--- config.mk ---
export PLATFORM = sky130hd
export DESIGN_NAME = id_ex_stage
export DESIGN_NICKNAME = d
export VERILOG_FILES = /design/src/rtl/id_ex_stage.sv
export SDC_FILE = /design/constraint.sdc
export NUM_CORES = 1
export LEC_CHECK = 0
export ABC_AREA = 0
export ABC_CLOCK_PERIOD_IN_PS = 2850
export CAP_MARGIN = 0
export CORE_MARGIN = 5
export CORE_UTILIZATION = 43
export DETAILED_ROUTE_END_ITERATION = 12
export GPL_ROUTABILITY_DRIVEN = 0
export GPL_TIMING_DRIVEN = 0
export PLACE_DENSITY = 0.93
export SLEW_MARGIN = 20
export SYNTH_ARGS = -nofsm -noshare
export SYNTH_HDL_FRONTEND = slang
export SYNTH_SLANG_ARGS = --single-unit
--- constraint.sdc ---
create_clock -name clk -period 2.85 [get_ports clk]
set_input_delay 0.285 -clock clk [delete_from_list [all_inputs] [get_ports clk]]
set_output_delay 0.285 -clock clk [all_outputs]
set_load 0.005 [all_outputs]
--- src/rtl/id_ex_stage.sv ---
// -----------------------------------------------------------------------------
// id_ex_stage
//   ID->EX pipeline register sitting directly in front of the ALU. Captures one
//   decoded instruction per accepted handshake and presents its resolved
//   operands (a, b) and ALU operation downstream.
//   - Operand values are resolved against in-flight writers: EX/MEM result
//     first, then WB write data, then the register-file read value.
//   - A load in EX/MEM whose destination is read by the incoming instruction
//     cannot be forwarded yet, so the incoming instruction is held back one
//     cycle (a bubble is issued) and the bubble is counted.
//   - flush kills the registered instruction and refuses any incoming one.
//
// Ports
//   clk, rst_n            clock (rising edge), asynchronous active-low reset
//   in_valid / in_ready   decode-side handshake
//   in_op, in_rs, in_rt   ALU operation and source register addresses
//   in_rs_val, in_rt_val  register-file read values for rs / rt
//   in_imm, in_use_imm    immediate and "operand b is the immediate" select
//   in_rd, in_rd_we       destination register and its write enable
//   in_is_load            instruction is a load
//   exm_we/rd/is_load/data  EX/MEM writer (forwarding and load-use source)
//   wb_we/rd/data         WB writer (forwarding source)
//   flush                 kill registered and incoming instruction
//   out_valid / out_ready ALU-side handshake
//   out_a, out_b, out_op  ALU operands and operation
//   out_rd, out_rd_we, out_is_load  fields carried forward
//   stall_cnt             saturating count of load-use bubbles
// -----------------------------------------------------------------------------
module id_ex_stage #(
  parameter int XLEN = 32,
  parameter int OPW  = 6,
  parameter int RAW  = 5,
  parameter int CNTW = 16
) (
  input  logic            clk,
  input  logic            rst_n,
  input  logic            in_valid,
  output logic            in_ready,
  input  logic [OPW-1:0]  in_op,
  input  logic [RAW-1:0]  in_rs,
  input  logic [RAW-1:0]  in_rt,
  input  logic [XLEN-1:0] in_rs_val,
  input  logic [XLEN-1:0] in_rt_val,
  input  logic [XLEN-1:0] in_imm,
  input  logic            in_use_imm,
  input  logic [RAW-1:0]  in_rd,
  input  logic            in_rd_we,
  input  logic            in_is_load,
  input  logic            exm_we,
  input  logic [RAW-1:0]  exm_rd,
  input  logic            exm_is_load,
  input  logic [XLEN-1:0] exm_data,
  input  logic            wb_we,
  input  logic [RAW-1:0]  wb_rd,
  input  logic [XLEN-1:0] wb_data,
  input  logic            flush,
  output logic            out_valid,
  input  logic            out_ready,
  output logic [XLEN-1:0] out_a,
  output logic [XLEN-1:0] out_b,
  output logic [OPW-1:0]  out_op,
  output logic [RAW-1:0]  out_rd,
  output logic            out_rd_we,
  output logic            out_is_load,
  output logic [CNTW-1:0] stall_cnt
);

  // Resolve one source operand. Register 0 is hardwired zero, so it never
  // takes a forwarded value. A load in EX/MEM has no data yet and is not a
  // forwarding source (that case is handled as a load-use stall instead).
  function automatic logic [XLEN-1:0] fwd_operand(
    input logic [RAW-1:0]  src,
    input logic [XLEN-1:0] rf_val,
    input logic            ex_we,
    input logic            ex_ld,
    input logic [RAW-1:0]  ex_rd,
    input logic [XLEN-1:0] ex_data,
    input logic            w_we,
    input logic [RAW-1:0]  w_rd,
    input logic [XLEN-1:0] w_data
  );
    logic [XLEN-1:0] val;
    val = rf_val;
    if (src != '0) begin
      if (ex_we && !ex_ld && (ex_rd == src)) begin
        val = ex_data;
      end else if (w_we && (w_rd == src)) begin
        val = w_data;
      end
    end
    return val;
  endfunction

  // Saturating increment: holds at all-ones instead of wrapping.
  function automatic logic [CNTW-1:0] sat_inc(input logic [CNTW-1:0] c);
    logic [CNTW-1:0] r;
    if (&c) begin
      r = c;
    end else begin
      r = c + 1'b1;
    end
    return r;
  endfunction

  // Registered state
  logic            valid_q,   valid_d;
  logic [XLEN-1:0] a_q,       a_d;
  logic [XLEN-1:0] b_q,       b_d;
  logic [OPW-1:0]  op_q,      op_d;
  logic [RAW-1:0]  rd_q,      rd_d;
  logic            rd_we_q,   rd_we_d;
  logic            is_load_q, is_load_d;
  logic [CNTW-1:0] cnt_q,     cnt_d;

  // Hazard / handshake
  logic            uses_rt;
  logic            hazard;
  logic            slot_free;
  logic            accept;
  logic [XLEN-1:0] a_fwd;
  logic [XLEN-1:0] b_fwd;

  // rs is always read; rt only when operand b is not the immediate.
  assign uses_rt = !in_use_imm;

  assign hazard = in_valid && exm_we && exm_is_load && (exm_rd != '0) &&
                  ((exm_rd == in_rs) || (uses_rt && (exm_rd == in_rt)));

  // The output slot can take a new instruction this cycle if it is empty or
  // its current occupant is being consumed.
  assign slot_free = !valid_q || out_ready;
  assign in_ready  = !flush && !hazard && slot_free;
  assign accept    = in_valid && in_ready;

  assign a_fwd = fwd_operand(in_rs, in_rs_val, exm_we, exm_is_load, exm_rd,
                             exm_data, wb_we, wb_rd, wb_data);
  assign b_fwd = fwd_operand(in_rt, in_rt_val, exm_we, exm_is_load, exm_rd,
                             exm_data, wb_we, wb_rd, wb_data);

  // Next-state: flush > accept > consume > hold. Data fields only change on
  // accept, so they stay stable while the consumer back-pressures.
  always_comb begin
    valid_d   = valid_q;
    a_d       = a_q;
    b_d       = b_q;
    op_d      = op_q;
    rd_d      = rd_q;
    rd_we_d   = rd_we_q;
    is_load_d = is_load_q;
    cnt_d     = cnt_q;

    if (flush) begin
      valid_d = 1'b0;
    end else if (accept) begin
      valid_d   = 1'b1;
      a_d       = a_fwd;
      b_d       = in_use_imm ? in_imm : b_fwd;
      op_d      = in_op;
      rd_d      = in_rd;
      rd_we_d   = in_rd_we;
      is_load_d = in_is_load;
    end else if (out_ready && valid_q) begin
      valid_d = 1'b0;
    end

    // A bubble is only counted when the stall actually costs an issue slot,
    // i.e. the stage would otherwise have accepted the instruction.
    if (hazard && !flush && slot_free) begin
      cnt_d = sat_inc(cnt_q);
    end
  end

  // ---- ID/EX register boundary ----
  always_ff @(posedge clk or negedge rst_n) begin
    if (!rst_n) begin
      valid_q   <= 1'b0;
      a_q       <= '0;
      b_q       <= '0;
      op_q      <= '0;
      rd_q      <= '0;
      rd_we_q   <= 1'b0;
      is_load_q <= 1'b0;
      cnt_q     <= '0;
    end else begin
      valid_q   <= valid_d;
      a_q       <= a_d;
      b_q       <= b_d;
      op_q      <= op_d;
      rd_q      <= rd_d;
      rd_we_q   <= rd_we_d;
      is_load_q <= is_load_d;
      cnt_q     <= cnt_d;
    end
  end

  assign out_valid   = valid_q;
  assign out_a       = a_q;
  assign out_b       = b_q;
  assign out_op      = op_q;
  assign out_rd      = rd_q;
  assign out_rd_we   = rd_we_q;
  assign out_is_load = is_load_q;
  assign stall_cnt   = cnt_q;

endmodule

# == Word level (Yosys, flattened, before mapping) ==
# Index checks and enable logic that the tools add are counted.
# op_classes
eq_ne,4
bitwise,2
reduce_logical,30
muxes,10
addsub,1
# ops
op,count
32-bit 2-to-1 mux,7
5-bit equality test,4
16-bit by 1-bit adder with 16-bit output (second input constant),1
1-bit logical AND,16
16-bit AND reduction,1
5-bit nonzero test,3
1-bit zero test,5
2-bit AND reduction,2
1-bit 2-to-1 mux,3
3-bit nonzero test,1
1-bit logical OR,2
1-bit NOT,2
# totals
wordCells,55
regBits,94
output_inout_bits,95

# == Logic depth before layout (Yosys ltp) ==
# Gate-level depths: netlist of run 1.
# depth
word_depth,10
ltp_mapped,8
mapped_depth_nobuf,7

# == Worst setup path after synthesis of run 1 ==
# No wires, ideal clock.
# synth_timing
path_type,input to register
from,input exm_rd[4]
to,register a_q[24] (netlist: out_a[24])
path_slack_ns,0.824
t_required_ns,2.725
stages,8
t_arrival_ns,1.901
cell_sequence,xnor2_1 -> nand3_1 -> or4_4 -> a21boi_2 -> nor2_1 -> buf_6 -> buf_6 -> mux2_4
# synth_between
elab_chain_cells,9
word_cells_on_any_way,15
# synth_rtl
item,line_no,source
from (decl),50,"input logic [RAW-1:0] exm_rd,"
5-bit equality test,127,((exm_rd == in_rs) || (uses_rt && (exm_rd == in_rt)));
1-bit logical AND,127,
1-bit logical OR,127,
1-bit logical AND,126,assign hazard = in_valid && exm_we && exm_is_load && (exm_rd != '0) &&
1-bit zero test,132,assign in_ready = !flush && !hazard && slot_free;
1-bit logical AND (2 in a row),132,
1-bit logical AND,133,assign accept = in_valid && in_ready;
2-bit AND reduction (no line),n/a,
to (signal assigned),177,a_q <= '0;
to (signal assigned),186,a_q <= a_d;
to (decl),107,"logic [XLEN-1:0] a_q, a_d;"
# Parallel ways exist; a longest one is shown, timed or not.
# A chain may end at the register's enable or synchronous reset.

# == Worst setup path in the final report of run 1 ==
# layout_timing
from,input exm_rd[2]
to,output in_ready
# layout_between
elab_chain_cells,7
word_cells_on_any_way,10
# layout_rtl
item,line_no,source
5-bit equality test,127,
1-bit logical AND,127,
1-bit logical OR,127,
1-bit logical AND (*),126,
1-bit zero test (*),132,
1-bit logical AND (*) (2 in a row),132,
to (decl),38,"output logic in_ready,"
# Mark *: on every way between the ends. The rest lies on a longest branch, timed or not.

==> results.ini, run 1 <==
[final_layout]
finalNonFillerCells=1079
final_area_sq_um=9214
areaGrowthSynthToFinish_pct=63.57
diodes=0
layout-drive-gt1-share=0.08931
nNetsFinal=1105
final_util=0.7242

[timing]
finalWorstSetupSlack_ps=119.1
final-hold-violation-count=0
fin_setup_tns_ps=0
clock_skew_ps=4.531
slew_headroom=0.4857
fmax_mhz=366.2
worstMarginPinSlew_ps=765.6
finalSetupViolCount=0
grt_setup_unrepaired=false
finalCritPeriodShare=0.9582
drv_slew=0
whs_ps=358.3
fin_crit_ps=2731

[yosys]
postSynthAreaPerCell_sq_um=9.531
ys_ff_latch=94
ys.flop_type=dfrtp_1
syn_nets=794
synth_most_common_cell=dfrtp_1
ys_async_sr_fraction=1.000
yosysSeqAreaShare=0.4176
synth_area_sq_um=5633
ys_top_cells_by_area=dfrtp_1 (42%), mux2_2 (7.2%), a311o_1 (5.7%)
yosysWarningCount=0
synthTopCellsByCount=dfrtp_1 (94), nand2_1 (73), nor2_1 (40)
ys_types=44
syn_inst=591
synth_top_area_cell=dfrtp_1
yosys.area.top_type_share=0.4176
synth_edf_count=0

[detailed_routing]
route.antenna.remaining_nets=0
dr.pass1.iters=5
wl_per_cell_um=22.19
viasPerCell=5.938
vias=6407
drc=0
dr.first_iter.drc_count=618
wl_um=23950

[power_and_ir_drop]
p_clk_frac=0.314
power_mw=4.354
swShare=0.2618
vdd_ir_drop_max_v=0.0003826
leakagePower_nw=3.569
p_sw_mw=1.140
combPwrFrac=0.305
powerDensity_nw_per_um2=472.5
pwr-share-seq=0.381
p_int_mw=3.214

[outcome]
status=finished, final reports clean

[clocking]
clk-insertion-delay-late_ps=350
cts.sinks=94
clk_pin_slew_ps=70
cts_root_buffer=clkbuf_16
h-tree-depth=3
cts_made_buffers=9
clockBufferDepth=2
cts_tree=done

[global_route]
track_usage=0.3009
grt_pass1_wl_um=37110
grt_pass1_vias=6647
grt_start_max_net_pins=74
overflow=0
antenna_found_initial=0

[placed_design]
place_inst=1059
dp_hpwl_um=18260
port_buffers=295
post-place-ws_ps=-525.4
place_area_sq_um=8830

[floorplan]
pin_count=297
start_util=0.4428
die_h_um=124.5
floorplan.rows=41
fp.dieW_um=124.5
design.die.area_sq_um=15490
core_sq_um=12720

[critical_path]
critPathLaunchType=input port
cp.arrival_ps=2450
cp-end-kind=output port
crit_fanout=3
worstPathRequired_ps=2570
ff2ff_setup_slack_ps=560
worstSetupPathType=in2out

[flow_run]
cap_violations=0

[min_path]
hold_class=in2async

[cells in the final DEF, fill, tap and decap left out, types with 3 or more instances in the layout]
cell,Yosys,final
a22oi_1,32,32
nand4_1,5,5
mux2_2,36,36
nand2_1,73,73
o22ai_1,32,32
a21oi_1,33,33
clkdlybuf4s50_1,0,294
buf_2,6,6
xor2_1,11,11
a311o_1,32,32
o21ai_0,4,4
mux2_4,10,10
clkbuf_1,39,38
buf_6,2,3
a31oi_1,32,32
a2bb2oi_1,31,31
nor3_1,5,5
xnor2_1,23,23
nor2_1,40,40
clkbuf_16,0,9
and3_1,5,5
buf_1,5,5
nand2b_1,3,3
dfrtp_1,94,94
nor4_1,3,3
nand3_1,11,11
[kinds of logic (layout without fill, tap and decap cells)]
family,count (synthesis),after routing,share of synthesized area
adder cells (fa/ha/maj),1,1,0.002221
flip-flops,94,94,0.4176
AND/OR/NAND/NOR,156,156,0.1215
buffers and inverters,53,369,0.03932
multiplexers,46,46,0.09862
XOR/XNOR,34,34,0.05286
AO/OA/AOI/OAI,207,207,0.2679
[flip-flops by register name, indices dropped and copies added (netlist names)]
signal       cells
out_a           32
out_b           32
out_is_load      1
out_op           6
out_rd           5
out_rd_we        1
out_valid        1
stall_cnt       16
[power by group through the flow]
stage | sequential (mW) | combinational, mW | clock [mW]
after global routing | 1.69 | 1.41 | 1.43
final | 1.66 | 1.33 | 1.37
after detailed placement | 1.68 | 1.32 | 0
after CTS | 1.66 | 1.33 | 1.37
after floorplan | 1.69 | 0.400 | 0
after global placement | 1.67 | 1.29 | 0
[layer usage]
metal / vias to the layer above / routed length, um / track usage
li1: 2870 / - / -
met1: 3030 / 8719 / 0.3463
met2: 427 / 11650 / 0.5115
met3: 80 / 2508 / 0.09734
met4: 0 / 1071 / 0.1315
met5: - / 0 / 0
[critical path, cell delays in order]
cell and delay, ps:
clkdlybuf4s50_1 550, xnor2_1 140, nand3_1 150, or4_4 570, a21boi_2 220, nor3_1 70
clkdlybuf4s50_1 450
[final cells by class]
class	instances	area, sq um
Buffer	52	219.0
Inverter	1	3.754
Clock inverter	5	81.33
Clock buffer	11	252.7
Fill cell	926	3508
Multi-Input combinational cell	444	3063
Timing Repair Buffer	300	3027
Sequential cell	94	2352
Tap cell	172	215.2
[final timing paths]
check,start,endpoint,depth (start not counted)
worst min register to register,out_op[1],out_op[1],1
max in group asynchronous,rst_n,out_a[8],3
worst max register to register,out_valid,out_b[27],7
worst max-delay path,exm_rd[2],in_ready,7
worst min-delay path,rst_n,out_b[21],2
min in group clk,out_op[1],out_op[1],1
[what timing repair did]
action | 4_1_cts | 5_1_grt
resized for setup | 2 | 0
hold buffers | 1 | 0
setup buffers | 0 | 3
pin swaps | 0 | 1
endpoints found under the setup margin | 10 | 3
endpoints found under the hold margin | 21 | 0
Note: power is estimated with default switching activity, not from simulation.
==> run 2, diff against run 1 <==
--- a/config.mk
+++ b/config.mk
@@ -14,6 +14,7 @@
 export GPL_ROUTABILITY_DRIVEN = 0
 export GPL_TIMING_DRIVEN = 0
 export PLACE_DENSITY = 0.93
+export RECOVER_POWER = 25
 export SLEW_MARGIN = 20
 export SYNTH_ARGS = -nofsm -noshare
 export SYNTH_HDL_FRONTEND = slang
==> run 2 against run 1 <==
Via count down 1.0%. Die area unchanged. Register-to-register slack about the same. Critical endpoint unchanged. Non-clock buffer count unchanged. Sequential cell count unchanged. Count of clock-buffer cells in the layout unchanged.
==> results.ini, run 2 (same netlist as run 1, synthesis figures left out) <==
[clocking]
h-tree-depth=3  ; unchanged
clk-insertion-delay-late_ps=350  ; about the same
cts_root_buffer=clkbuf_16
clk_pin_slew_ps=70  ; about the same
cts_tree=done
clockBufferDepth=2  ; unchanged
cts.sinks=94  ; unchanged
cts_made_buffers=9  ; unchanged

[global_route]
overflow=0  ; unchanged
antenna_found_initial=0  ; unchanged
track_usage=0.3009  ; unchanged
grt_start_max_net_pins=74  ; unchanged
grt_pass1_vias=6647  ; unchanged
grt_pass1_wl_um=37110  ; unchanged

[floorplan]
start_util=0.4428  ; unchanged
pin_count=297  ; unchanged
design.die.area_sq_um=15490  ; unchanged
core_sq_um=12720  ; unchanged
die_h_um=124.5  ; unchanged
fp.dieW_um=124.5  ; unchanged
floorplan.rows=41  ; unchanged

[critical_path]
cp_common_cell=clkdlybuf4s50_1
critPathLaunchType=input port
cp_slowest_cell=or4_4
crit_fanout=3  ; unchanged
crit_chain=clkdlybuf4s50_1, xnor2_1, nand3_1, or4_4, a21boi_2, nor3_1, clkdlybuf4s50_1
max_stage_delay_ps=570  ; about the same
crit_buf_inv=2  ; unchanged
worstSetupPathType=in2out
worstPathRequired_ps=2570  ; about the same
cpLargestDelayFamily=buffers and inverters
cp-end-kind=output port
cp.arrival_ps=2450  ; about the same

[timing]
slew_headroom=0.08140  ; -0.4043
drv_slew=0  ; unchanged
finalSetupViolCount=0  ; unchanged
finalCritPeriodShare=0.9601  ; +0.001927
whs_ps=507.2  ; +148.9 ps
fmax_mhz=365.5  ; -0.20%
grt_setup_unrepaired=false
final-hold-violation-count=0  ; unchanged
worstMarginPinSlew_ps=1378  ; +612.3 ps
fin_crit_ps=2736  ; +5.493 ps
clock_skew_ps=5.630  ; +1.098 ps

[placed_design]
dp_hpwl_um=18260  ; unchanged
port_buffers=295  ; unchanged

[final_layout]
final_util=0.7236  ; about the same
diodes=0  ; unchanged
mostFrequentLayoutCells=clkdlybuf4s50_1 (294), dfrtp_1 (94), nand2_1 (73)
nNetsFinal=1105  ; unchanged
final_common_cell=clkdlybuf4s50_1
layout-drive-gt1-share=0.08820  ; -0.001103
areaGrowthSynthToFinish_pct=63.44  ; about the same

[outcome]
status=finished, final reports clean

[detailed_routing]
drc=0  ; unchanged
viasPerCell=5.878  ; -1.0%
wl_per_cell_um=22.16  ; -0.13%
route.antenna.remaining_nets=0  ; unchanged
dr.first_iter.drc_count=610  ; -1.3%
vias=6342  ; -1.0%
dr.pass1.iters=5  ; unchanged
wl_um=23910  ; -0.13%

[power_and_ir_drop]
powerDensity_nw_per_um2=473.2  ; +0.15%
vdd_ir_drop_max_v=0.0003818  ; -0.21%
leakagePower_nw=3.564  ; -0.14%

[flow_run]
cap_violations=0  ; unchanged

[min_path]
hold_class=reg2reg

==> run 2: changes by cell type in the layout (fill, tap and decap cells not counted) <==
cell	change
clkbuf_1	+1
buf_6	-1
==> run 2: report_power, final <==
part / leakage, nW / switching [mW] / internal, mW
sequential: 1.12 / 0.118 / 1.54
clock: 0.162 / 0.554 / 0.818
combinational: 2.28 / 0.472 / 0.854
total: 3.56 / 1.14 / 3.21
==> run 2: layer usage <==
| metal | wire length [um] | vias to the layer above | track usage |
|---|---|---|---|
| met1 | 8846 | 3001 | 0.3463 |
| li1 | - | 2872 | - |
| met4 | 1011 | 0 | 0.1315 |
| met5 | 0 | - | 0 |
| met3 | 2347 | 69 | 0.09734 |
| met2 | 11710 | 400 | 0.5115 |
==> run 2: layout make-up <==
| cell class | instances | area [sq um] |
|---|---|---|
| Sequential cell | 94 | 2352 |
| Buffer | 52 | 219.0 |
| Timing Repair Buffer | 300 | 3019 |
| Multi-Input combinational cell | 444 | 3063 |
| Fill cell | 926 | 3516 |
| Inverter | 1 | 3.754 |
| Clock inverter | 5 | 81.33 |
| Clock buffer | 11 | 252.7 |
| Tap cell | 172 | 215.2 |
==> run 2: metrics by stage <==
step	TNS [ps]	std cells	setup WS (ps)	area (sq um)	total power [mW]
6_report	0	1079	113.7	9206	4.357
5_1_grt	0	1079	1.333	9206	4.532
4_1_cts	0	1076	131.1	9179	4.360
3_5_place_dp	-10270	1059	-525.4	8830	2.997
3_3_place_gp	-208430	1058	-2149	8801	2.959
2_1_floorplan	0	591	824.3	5633	2.089
==> run 2: timing repair <==
item | CTS | global route
hold buffers | 1 | 0
buffers inserted | 0 | 3
pin swaps | 0 | 1
endpoints found under the hold margin | 21 | 0
gates resized for setup | 2 | 0
endpoints found under the setup margin | 10 | 3
==> run 2: final timing paths <==
check | from | end | slack, ps | cells after the start
max | exm_rd[2] | in_ready | 110 | 7
min | out_op[1] | out_op[1] | 510 | 1
max reg2reg | out_valid | out_b[17] | 560 | 7
min reg2reg | out_op[1] | out_op[1] | 510 | 1
max in group asynchronous | rst_n | out_a[8] | 1070 | 3
min in group asynchronous | rst_n | out_b[21] | 780 | 2
==> run 3, diff against run 2 <==
--- a/config.mk
+++ b/config.mk
@@ -10,6 +10,7 @@
 export CAP_MARGIN = 0
 export CORE_MARGIN = 5
 export CORE_UTILIZATION = 43
+export CTS_CLUSTER_SIZE = 12
 export DETAILED_ROUTE_END_ITERATION = 12
 export GPL_ROUTABILITY_DRIVEN = 0
 export GPL_TIMING_DRIVEN = 0
==> results of run 3 <==
No change in the layout: final DEF, timing and power equal those of run 2.
